**src/rtl/instr_fetch_pkg.sv**
```systemverilog
// Shared types and default parameters for the instruction fetch stage.
// Latency: n/a (declarations only).
// Backpressure: n/a (declarations only).
package instr_fetch_pkg;

    // Default widths and the boot address
    localparam int unsigned DEF_INST_SIZE  = 32;
    localparam int unsigned DEF_ADDR_SIZE  = 32;
    localparam logic [31:0] DEF_RESET_PC   = 32'h0000_0000;
    localparam int unsigned DEF_FIFO_DEPTH = 2;

    // addi x0, x0, 0 -- downstream stages use it to insert bubbles
    localparam logic [31:0] NOP_INSTR = 32'h0000_0013;

    // Fetch control states
    typedef enum logic [1:0] {
        S_BOOT  = 2'd0,
        S_FETCH = 2'd1,
        S_DRAIN = 2'd2
    } t_fetch_state;

endpackage : instr_fetch_pkg

```
**src/rtl/fetch_fifo.sv**
```systemverilog
// Small synchronous FIFO with flush; head is read straight from registered storage.
// Latency: data pushed on edge N is visible at the head on cycle N+1.
// Backpressure: push into a full FIFO is ignored unless a pop happens in the same cycle; pop when empty is ignored.
module fetch_fifo #(
    parameter  int WIDTH = 32,
    parameter  int DEPTH = 2,
    localparam int PW    = (DEPTH > 1) ? $clog2(DEPTH) : 1,
    localparam int CW    = $clog2(DEPTH + 1)
) (
    input  logic             i_clk,
    input  logic             i_rst_n,
    input  logic             i_flush,
    input  logic             i_push,
    input  logic [WIDTH-1:0] i_push_dat,
    input  logic             i_pop,
    output logic [WIDTH-1:0] o_head_dat,
    output logic [CW-1:0]    o_count,
    output logic             o_full,
    output logic             o_empty
);

    logic [WIDTH-1:0] mem_q [DEPTH];
    logic [WIDTH-1:0] mem_d [DEPTH];
    logic [PW-1:0]    wr_ptr_q, wr_ptr_d;
    logic [PW-1:0]    rd_ptr_q, rd_ptr_d;
    logic [CW-1:0]    count_q, count_d;
    logic             do_push;
    logic             do_pop;

    // Circular pointer advance that also works for non power-of-two depths
    function automatic logic [PW-1:0] ptr_inc(input logic [PW-1:0] p);
        return (p == PW'(DEPTH - 1)) ? '0 : p + PW'(1);
    endfunction

    assign o_full     = (count_q == CW'(DEPTH));
    assign o_empty    = (count_q == '0);
    assign o_count    = count_q;
    assign o_head_dat = mem_q[rd_ptr_q];

    // A pop frees the slot the same cycle, so push-on-full with pop is accepted
    assign do_pop  = i_pop && !o_empty;
    assign do_push = i_push && (!o_full || do_pop);

    // Next-state for storage, pointers and occupancy; flush wins over everything
    always_comb begin
        mem_d    = mem_q;
        wr_ptr_d = wr_ptr_q;
        rd_ptr_d = rd_ptr_q;
        count_d  = count_q;
        if (i_flush) begin
            wr_ptr_d = '0;
            rd_ptr_d = '0;
            count_d  = '0;
        end else begin
            if (do_push) begin
                mem_d[wr_ptr_q] = i_push_dat;
                wr_ptr_d        = ptr_inc(wr_ptr_q);
            end
            if (do_pop) begin
                rd_ptr_d = ptr_inc(rd_ptr_q);
            end
            count_d = count_q + CW'(do_push) - CW'(do_pop);
        end
    end

    // State registers; storage is cleared so the head reads zero out of reset
    always_ff @(posedge i_clk or negedge i_rst_n) begin
        if (!i_rst_n) begin
            for (int i = 0; i < DEPTH; i++) begin
                mem_q[i] <= '0;
            end
            wr_ptr_q <= '0;
            rd_ptr_q <= '0;
            count_q  <= '0;
        end else begin
            mem_q    <= mem_d;
            wr_ptr_q <= wr_ptr_d;
            rd_ptr_q <= rd_ptr_d;
            count_q  <= count_d;
        end
    end

endmodule : fetch_fifo

```
**src/rtl/instr_fetch.sv**
```systemverilog
// Instruction fetch: PC, req/gnt/rvalid memory requests, instruction buffer towards decode, redirect with discard.
// Latency: zero-wait memory gives request on cycle N -> o_valid on cycle N+2; 1 instr/cycle sustained.
// Backpressure: requests only issue while outstanding + buffered (minus this cycle's dequeue) < FIFO_DEPTH.
module instr_fetch
    import instr_fetch_pkg::*;
#(
    parameter int unsigned          INST_SIZE  = DEF_INST_SIZE,
    parameter int unsigned          ADDR_SIZE  = DEF_ADDR_SIZE,
    parameter logic [ADDR_SIZE-1:0] RESET_PC   = ADDR_SIZE'(DEF_RESET_PC),
    parameter int unsigned          FIFO_DEPTH = DEF_FIFO_DEPTH
) (
    input  logic                 i_clk,
    input  logic                 i_rst_n,
    output logic                 o_imem_req,
    output logic [ADDR_SIZE-1:0] o_imem_addr,
    input  logic                 i_imem_gnt,
    input  logic                 i_imem_rvalid,
    input  logic [INST_SIZE-1:0] i_imem_rdata,
    input  logic                 i_redirect,
    input  logic [ADDR_SIZE-1:0] i_redirect_pc,
    output logic                 o_valid,
    input  logic                 i_ready,
    output logic [INST_SIZE-1:0] o_instr,
    output logic [ADDR_SIZE-1:0] o_pc
);

    localparam int CW = $clog2(FIFO_DEPTH + 1);
    localparam int DW = INST_SIZE + ADDR_SIZE;

    t_fetch_state         state_q, state_d;
    logic [ADDR_SIZE-1:0] pc_q, pc_d;
    logic [CW-1:0]        discard_q, discard_d;

    // Tag queue: one PC per outstanding request, so its count is the outstanding count
    logic [ADDR_SIZE-1:0] tag_head;
    logic [CW-1:0]        tag_count;
    logic                 tag_full;
    logic                 tag_empty;

    // Instruction buffer towards decode
    logic [DW-1:0]        dat_head;
    logic [CW-1:0]        dat_count;
    logic                 dat_full;
    logic                 dat_empty;

    logic                 grant;
    logic                 deq;
    logic                 rsp_keep;
    logic                 credit_ok;
    logic [CW:0]          in_use;
    logic [CW:0]          credit_lim;
    logic [CW-1:0]        outstanding_nxt;

    assign grant    = o_imem_req & i_imem_gnt;
    assign deq      = o_valid & i_ready;
    assign rsp_keep = i_imem_rvalid & (discard_q == '0);

    // Every in-flight request owns a buffer slot, so a response can never land in a full buffer
    assign in_use     = {1'b0, tag_count} + {1'b0, dat_count};
    assign credit_lim = (CW + 1)'(FIFO_DEPTH) + {{CW{1'b0}}, deq};
    assign credit_ok  = (in_use < credit_lim);

    // Outstanding count as it will be after this cycle's grant and response
    assign outstanding_nxt = tag_count + CW'(grant) - CW'(i_imem_rvalid);

    // PC and discard bookkeeping; a redirect overrides grant/response updates
    always_comb begin
        pc_d      = pc_q;
        discard_d = discard_q;
        if (grant) begin
            pc_d = pc_q + ADDR_SIZE'(4);
        end
        if (i_imem_rvalid && (discard_q != '0)) begin
            discard_d = discard_q - CW'(1);
        end
        if (i_redirect) begin
            pc_d      = {i_redirect_pc[ADDR_SIZE-1:2], 2'b00};
            discard_d = outstanding_nxt;
        end
    end

    // Next state: one idle cycle after reset, drain while stale responses remain
    always_comb begin
        state_d = state_q;
        case (state_q)
            S_BOOT:  state_d = S_FETCH;
            S_FETCH: if (i_redirect && (discard_d != '0)) state_d = S_DRAIN;
            S_DRAIN: if (discard_d == '0) state_d = S_FETCH;
            default: state_d = S_BOOT;
        endcase
    end

    // Memory request outputs; no request in boot or in a redirect cycle
    always_comb begin
        o_imem_req  = 1'b0;
        o_imem_addr = pc_q;
        if ((state_q != S_BOOT) && !i_redirect && credit_ok) begin
            o_imem_req = 1'b1;
        end
    end

    // Decode-side outputs come straight from the buffer head
    always_comb begin
        o_valid          = !dat_empty;
        {o_instr, o_pc}  = dat_head;
    end

    // State, PC and discard registers
    always_ff @(posedge i_clk or negedge i_rst_n) begin
        if (!i_rst_n) begin
            state_q   <= S_BOOT;
            pc_q      <= RESET_PC;
            discard_q <= '0;
        end else begin
            state_q   <= state_d;
            pc_q      <= pc_d;
            discard_q <= discard_d;
        end
    end

    // PC of each request, pushed on grant and popped by its (possibly discarded) response
    fetch_fifo #(
        .WIDTH (ADDR_SIZE),
        .DEPTH (FIFO_DEPTH)
    ) u_tag_q (
        .i_clk      (i_clk),
        .i_rst_n    (i_rst_n),
        .i_flush    (1'b0),
        .i_push     (grant),
        .i_push_dat (pc_q),
        .i_pop      (i_imem_rvalid),
        .o_head_dat (tag_head),
        .o_count    (tag_count),
        .o_full     (tag_full),
        .o_empty    (tag_empty)
    );

    // {instr, pc} buffer; a redirect flushes it, including any response landing that cycle
    fetch_fifo #(
        .WIDTH (DW),
        .DEPTH (FIFO_DEPTH)
    ) u_dat_q (
        .i_clk      (i_clk),
        .i_rst_n    (i_rst_n),
        .i_flush    (i_redirect),
        .i_push     (rsp_keep),
        .i_push_dat ({i_imem_rdata, tag_head}),
        .i_pop      (deq),
        .o_head_dat (dat_head),
        .o_count    (dat_count),
        .o_full     (dat_full),
        .o_empty    (dat_empty)
    );

    // Memory protocol checks: no response without a request, no response into a full buffer
    a_rsp_has_req: assert property (@(posedge i_clk) disable iff (!i_rst_n)
        i_imem_rvalid |-> !tag_empty);
    a_rsp_has_room: assert property (@(posedge i_clk) disable iff (!i_rst_n)
        (rsp_keep && !i_redirect) |-> (!dat_full || deq));
    a_tag_has_room: assert property (@(posedge i_clk) disable iff (!i_rst_n)
        grant |-> (!tag_full || i_imem_rvalid));

endmodule : instr_fetch
```
**config.mk**
```make
export PLATFORM = sky130hd
export DESIGN_NAME = instr_fetch
export DESIGN_NICKNAME = d
export VERILOG_FILES = /design/src/rtl/instr_fetch_pkg.sv /design/src/rtl/fetch_fifo.sv /design/src/rtl/instr_fetch.sv
export SDC_FILE = /design/constraint.sdc
export NUM_CORES = 1
export LEC_CHECK = 0
export BUFFER_PORTS_ARGS = -buffer_cell sky130_fd_sc_hd__buf_2
export CAP_MARGIN = 20
export CORE_ASPECT_RATIO = 1.4
export CORE_MARGIN = 4
export CORE_UTILIZATION = 39
export DETAILED_ROUTE_END_ITERATION = 16
export HOLD_SLACK_MARGIN = 0.1
export PLACE_DENSITY = 0.69
export SYNTH_ARGS = -nofsm -noshare
export SYNTH_HDL_FRONTEND = slang
export SYNTH_HIERARCHICAL = 1
export SYNTH_SLANG_ARGS = --single-unit
```
**constraint.sdc**
```tcl
create_clock -name i_clk -period 4.6 [get_ports i_clk]
set_clock_uncertainty 0.05 [all_clocks]
set_input_delay 0.92 -clock i_clk [delete_from_list [all_inputs] [get_ports i_clk]]
set_output_delay 0.92 -clock i_clk [all_outputs]
set_load 0.005 [all_outputs]
```
==> summary.txt <==
STA
  • RSZ-0062 raised after global routing: no
  • Least-Margin Pin Slew: 1.05 ns
  • Final Max Slew Viols: 0
  • Fin. Hold Viols: 0
  • Setup TNS: 0 ns
  • Final setup violation count: 0
  • Final Critical Period: 3.48 ns
  • Slew headroom: between 20% and 30%
  • Fmax: ~290 MHz
  • Tcrit/Tclk final: 75.7%

Clock tree
  • CTS tree: built
  • CTS sink count: 234
  • CTS root buffer: clkbuf_16
  • Worst skew pair latency: 0.52 ns
  • Post-CTS Setup Bufs: 0
  • Clock-pin transition on the worst setup and hold timing paths: 0.06 ns
  • CTS Buffer Depth: 3
  • # H-tree levels: 1
  • CTS resizes: 0
  • Total CTS buffers: 25
  • Hold_buf cts: 0

Route
  • Iteration-0 DRC Markers: between 200 and 300
  • Via count: about 7000
  • Post-DR wirelength/cell: 18.9 um
  • Antenna-violating nets left: 0
  • Vias per inst: ~5.2
  • Drt pass-1 iters: 4
  • # DRC: 0
  • Final wirelength: 25600 um

Placed design
  • Placer Congestion: 0.756
  • Placed cells: ~1300
  • DP Wirelength: 16500 um
  • IO Port Bufs: 163

Layout
  • Finished Layout Cells: 1356
  • Layout area overhead: 17.1%
  • Fillers: about 2600
  • Share of cells above drive strength 1: 51.7%
  • Layout Nets: 1051
  • Antenna Cells: 0

GRT
  • Met1 GRT Util: 20.7%
  • Overflow after GRT: 0
  • Tot GR Track Use: 16.2%
  • Antenna violations before repair: 0
  • Largest net degree at the start of global routing: 103
  • M2 GR Usage: 27.9%
  • Routing usage on met3: 2.64%
  • Number of global-route vias before repair: 7444
  • Global route hottest layer: met2
  • First-pass GRT wire length: 40900 um

Worst setup path
  • Crit path to: u_tag_q/mem_q[51]$_DFFE_PN0P_
  • CP arrival: approximately 3.8 ns
  • Crit path capture type: flop
  • Critical path launch point type: flop
  • CP Data Required Time: just under 5 ns
  • Crit Reg-Reg Endpoint: u_tag_q/mem_q[51]$_DFFE_PN0P_
  • Worst Reg-to-Reg Cells: 10
  • Reg2reg start: u_tag_q/o_count[0]$_DFF_PN0_
  • Reg2reg setup slack: roughly 1.1 ns
  • CP startpoint: u_tag_q/o_count[0]$_DFF_PN0_
  • CP Class: reg -> reg
  • Max FO, Critical Path: 26

Hold path
  • Hold Path Class: in -> async

Floorplanning
  • Die width: 151 um
  • Rows: 73
  • Chip height: 208 um
  • Boundary Pins: 168
  • CORE AREA: 0.0283 mm^2
  • Die area: 0.0315 mm^2
  • Initial core utilization: 39.5%

Power and ir drop
  • Pwr Total: approximately 0.0075 W
  • Maximum VDD drop: ~0.00034 V
  • Pwr dens: between 500 and 600 mW/mm^2
  • Static Leak: 6.17 nW

Synthesis
  • Gate Count Post-Synth: ~800
  • Syn avg cell area: 14.0 um^2
  • Warnings, synthesis: 6
  • Mapped Area: 0.0112 mm^2

Status
  • Status: completed

Run
  • Max Cap Violations: 0
## state kept, by name, summed over array words and instances (netlist names)
name and flops:
u_dat_q/mem_q 128, u_tag_q/mem_q 64, o_imem_addr 30, discard_q 2, state_q 2, u_dat_q/o_count 2
u_tag_q/o_count 2, u_dat_q/rd_ptr_q 1, u_dat_q/wr_ptr_q 1, u_tag_q/rd_ptr_q 1, u_tag_q/wr_ptr_q 1
## per-layer routing
layer | vias up | share of wire, %
met5 | - | 0
met4 | 0 | 2.9
met3 | 44 | 4.8
met2 | 175 | 50
met1 | 3556 | 42
li1 | 3227 | -
## stage by stage
step	hold WS, ns	cell area [um^2]	setup WS [ns]	util [%]
3_5_place_dp	0.423	12400	1.03	43.8
3_3_place_gp	0.412	12400	1.06	43.7
6_report	0.365	13100	1.12	46.3
5_1_grt	0.402	13100	0.935	46.3
2_1_floorplan	0.402	11200	1.17	-
4_1_cts	0.382	13100	1.09	46.3
## worst max-delay path, stage by stage, from the launching register on
cell and delay (ns):
dfrtp_1 0.44, ha_1 0.25, fa_1 0.34, or2_2 0.29, a2111o_1 0.38, buf_4 0.23, inv_2 0.09, buf_4 0.30
nand3_2 0.27, buf_4 0.36, mux2_2 0.33
## where the power goes
group          leakage [nW]  switching [W]  internal [W]
Combinational          2.83       0.000885       0.00149
Clock                 0.352       0.000785       0.00105
Sequential             2.98       0.000520       0.00281
Total                  6.17        0.00219       0.00534
## cells in the final DEF, fill, tap and decap left out, drive strengths merged, types with 7 or more instances in the layout
| cell type | count |
|---|---|
| clkbuf | 35 |
| o211ai | 13 |
| conb | 12 |
| nand2 | 43 |
| ha | 9 |
| o21ai | 15 |
| inv | 18 |
| dfrtp | 234 |
| buf | 176 |
| nand3 | 20 |
| xnor2 | 7 |
| nor3 | 8 |
| o311ai | 10 |
| nand4 | 9 |
| mux2 | 289 |
| a21oi | 7 |
| nor2 | 21 |
## layout make-up
type	instances	area, um^2	area share (%)
sequential	234	5860	44.7
multi-input combinational	516	5030	38.4
timing repair buffer	176	961	7.33
clock buffer	35	703	5.37
tap	375	469	3.58
inverter	18	67.6	0.516
clock inverter	2	10.0	0.0764
## worst min path at each step
| stage | cells after the start | startpoint | to | slack [ns] |
|---|---|---|---|---|
| after floorplan | 1 | u_dat_q/mem_q[0]$_DFFE_PN0P_ | u_dat_q/mem_q[0]$_DFFE_PN0P_ | 0.40 |
| after global placement | 1 | u_dat_q/mem_q[63]$_DFFE_PN0P_ | u_dat_q/mem_q[63]$_DFFE_PN0P_ | 0.41 |
| after detailed placement | 1 | u_dat_q/mem_q[2]$_DFFE_PN0P_ | u_dat_q/mem_q[2]$_DFFE_PN0P_ | 0.42 |
| after CTS | 1 | i_rst_n | u_dat_q/mem_q[40]$_DFFE_PN0P_ | 0.38 |
| after global routing | 1 | i_rst_n | u_dat_q/mem_q[40]$_DFFE_PN0P_ | 0.40 |
| final | 1 | i_rst_n | u_dat_q/mem_q[40]$_DFFE_PN0P_ | 0.37 |
(Power assumes the default switching activity.)
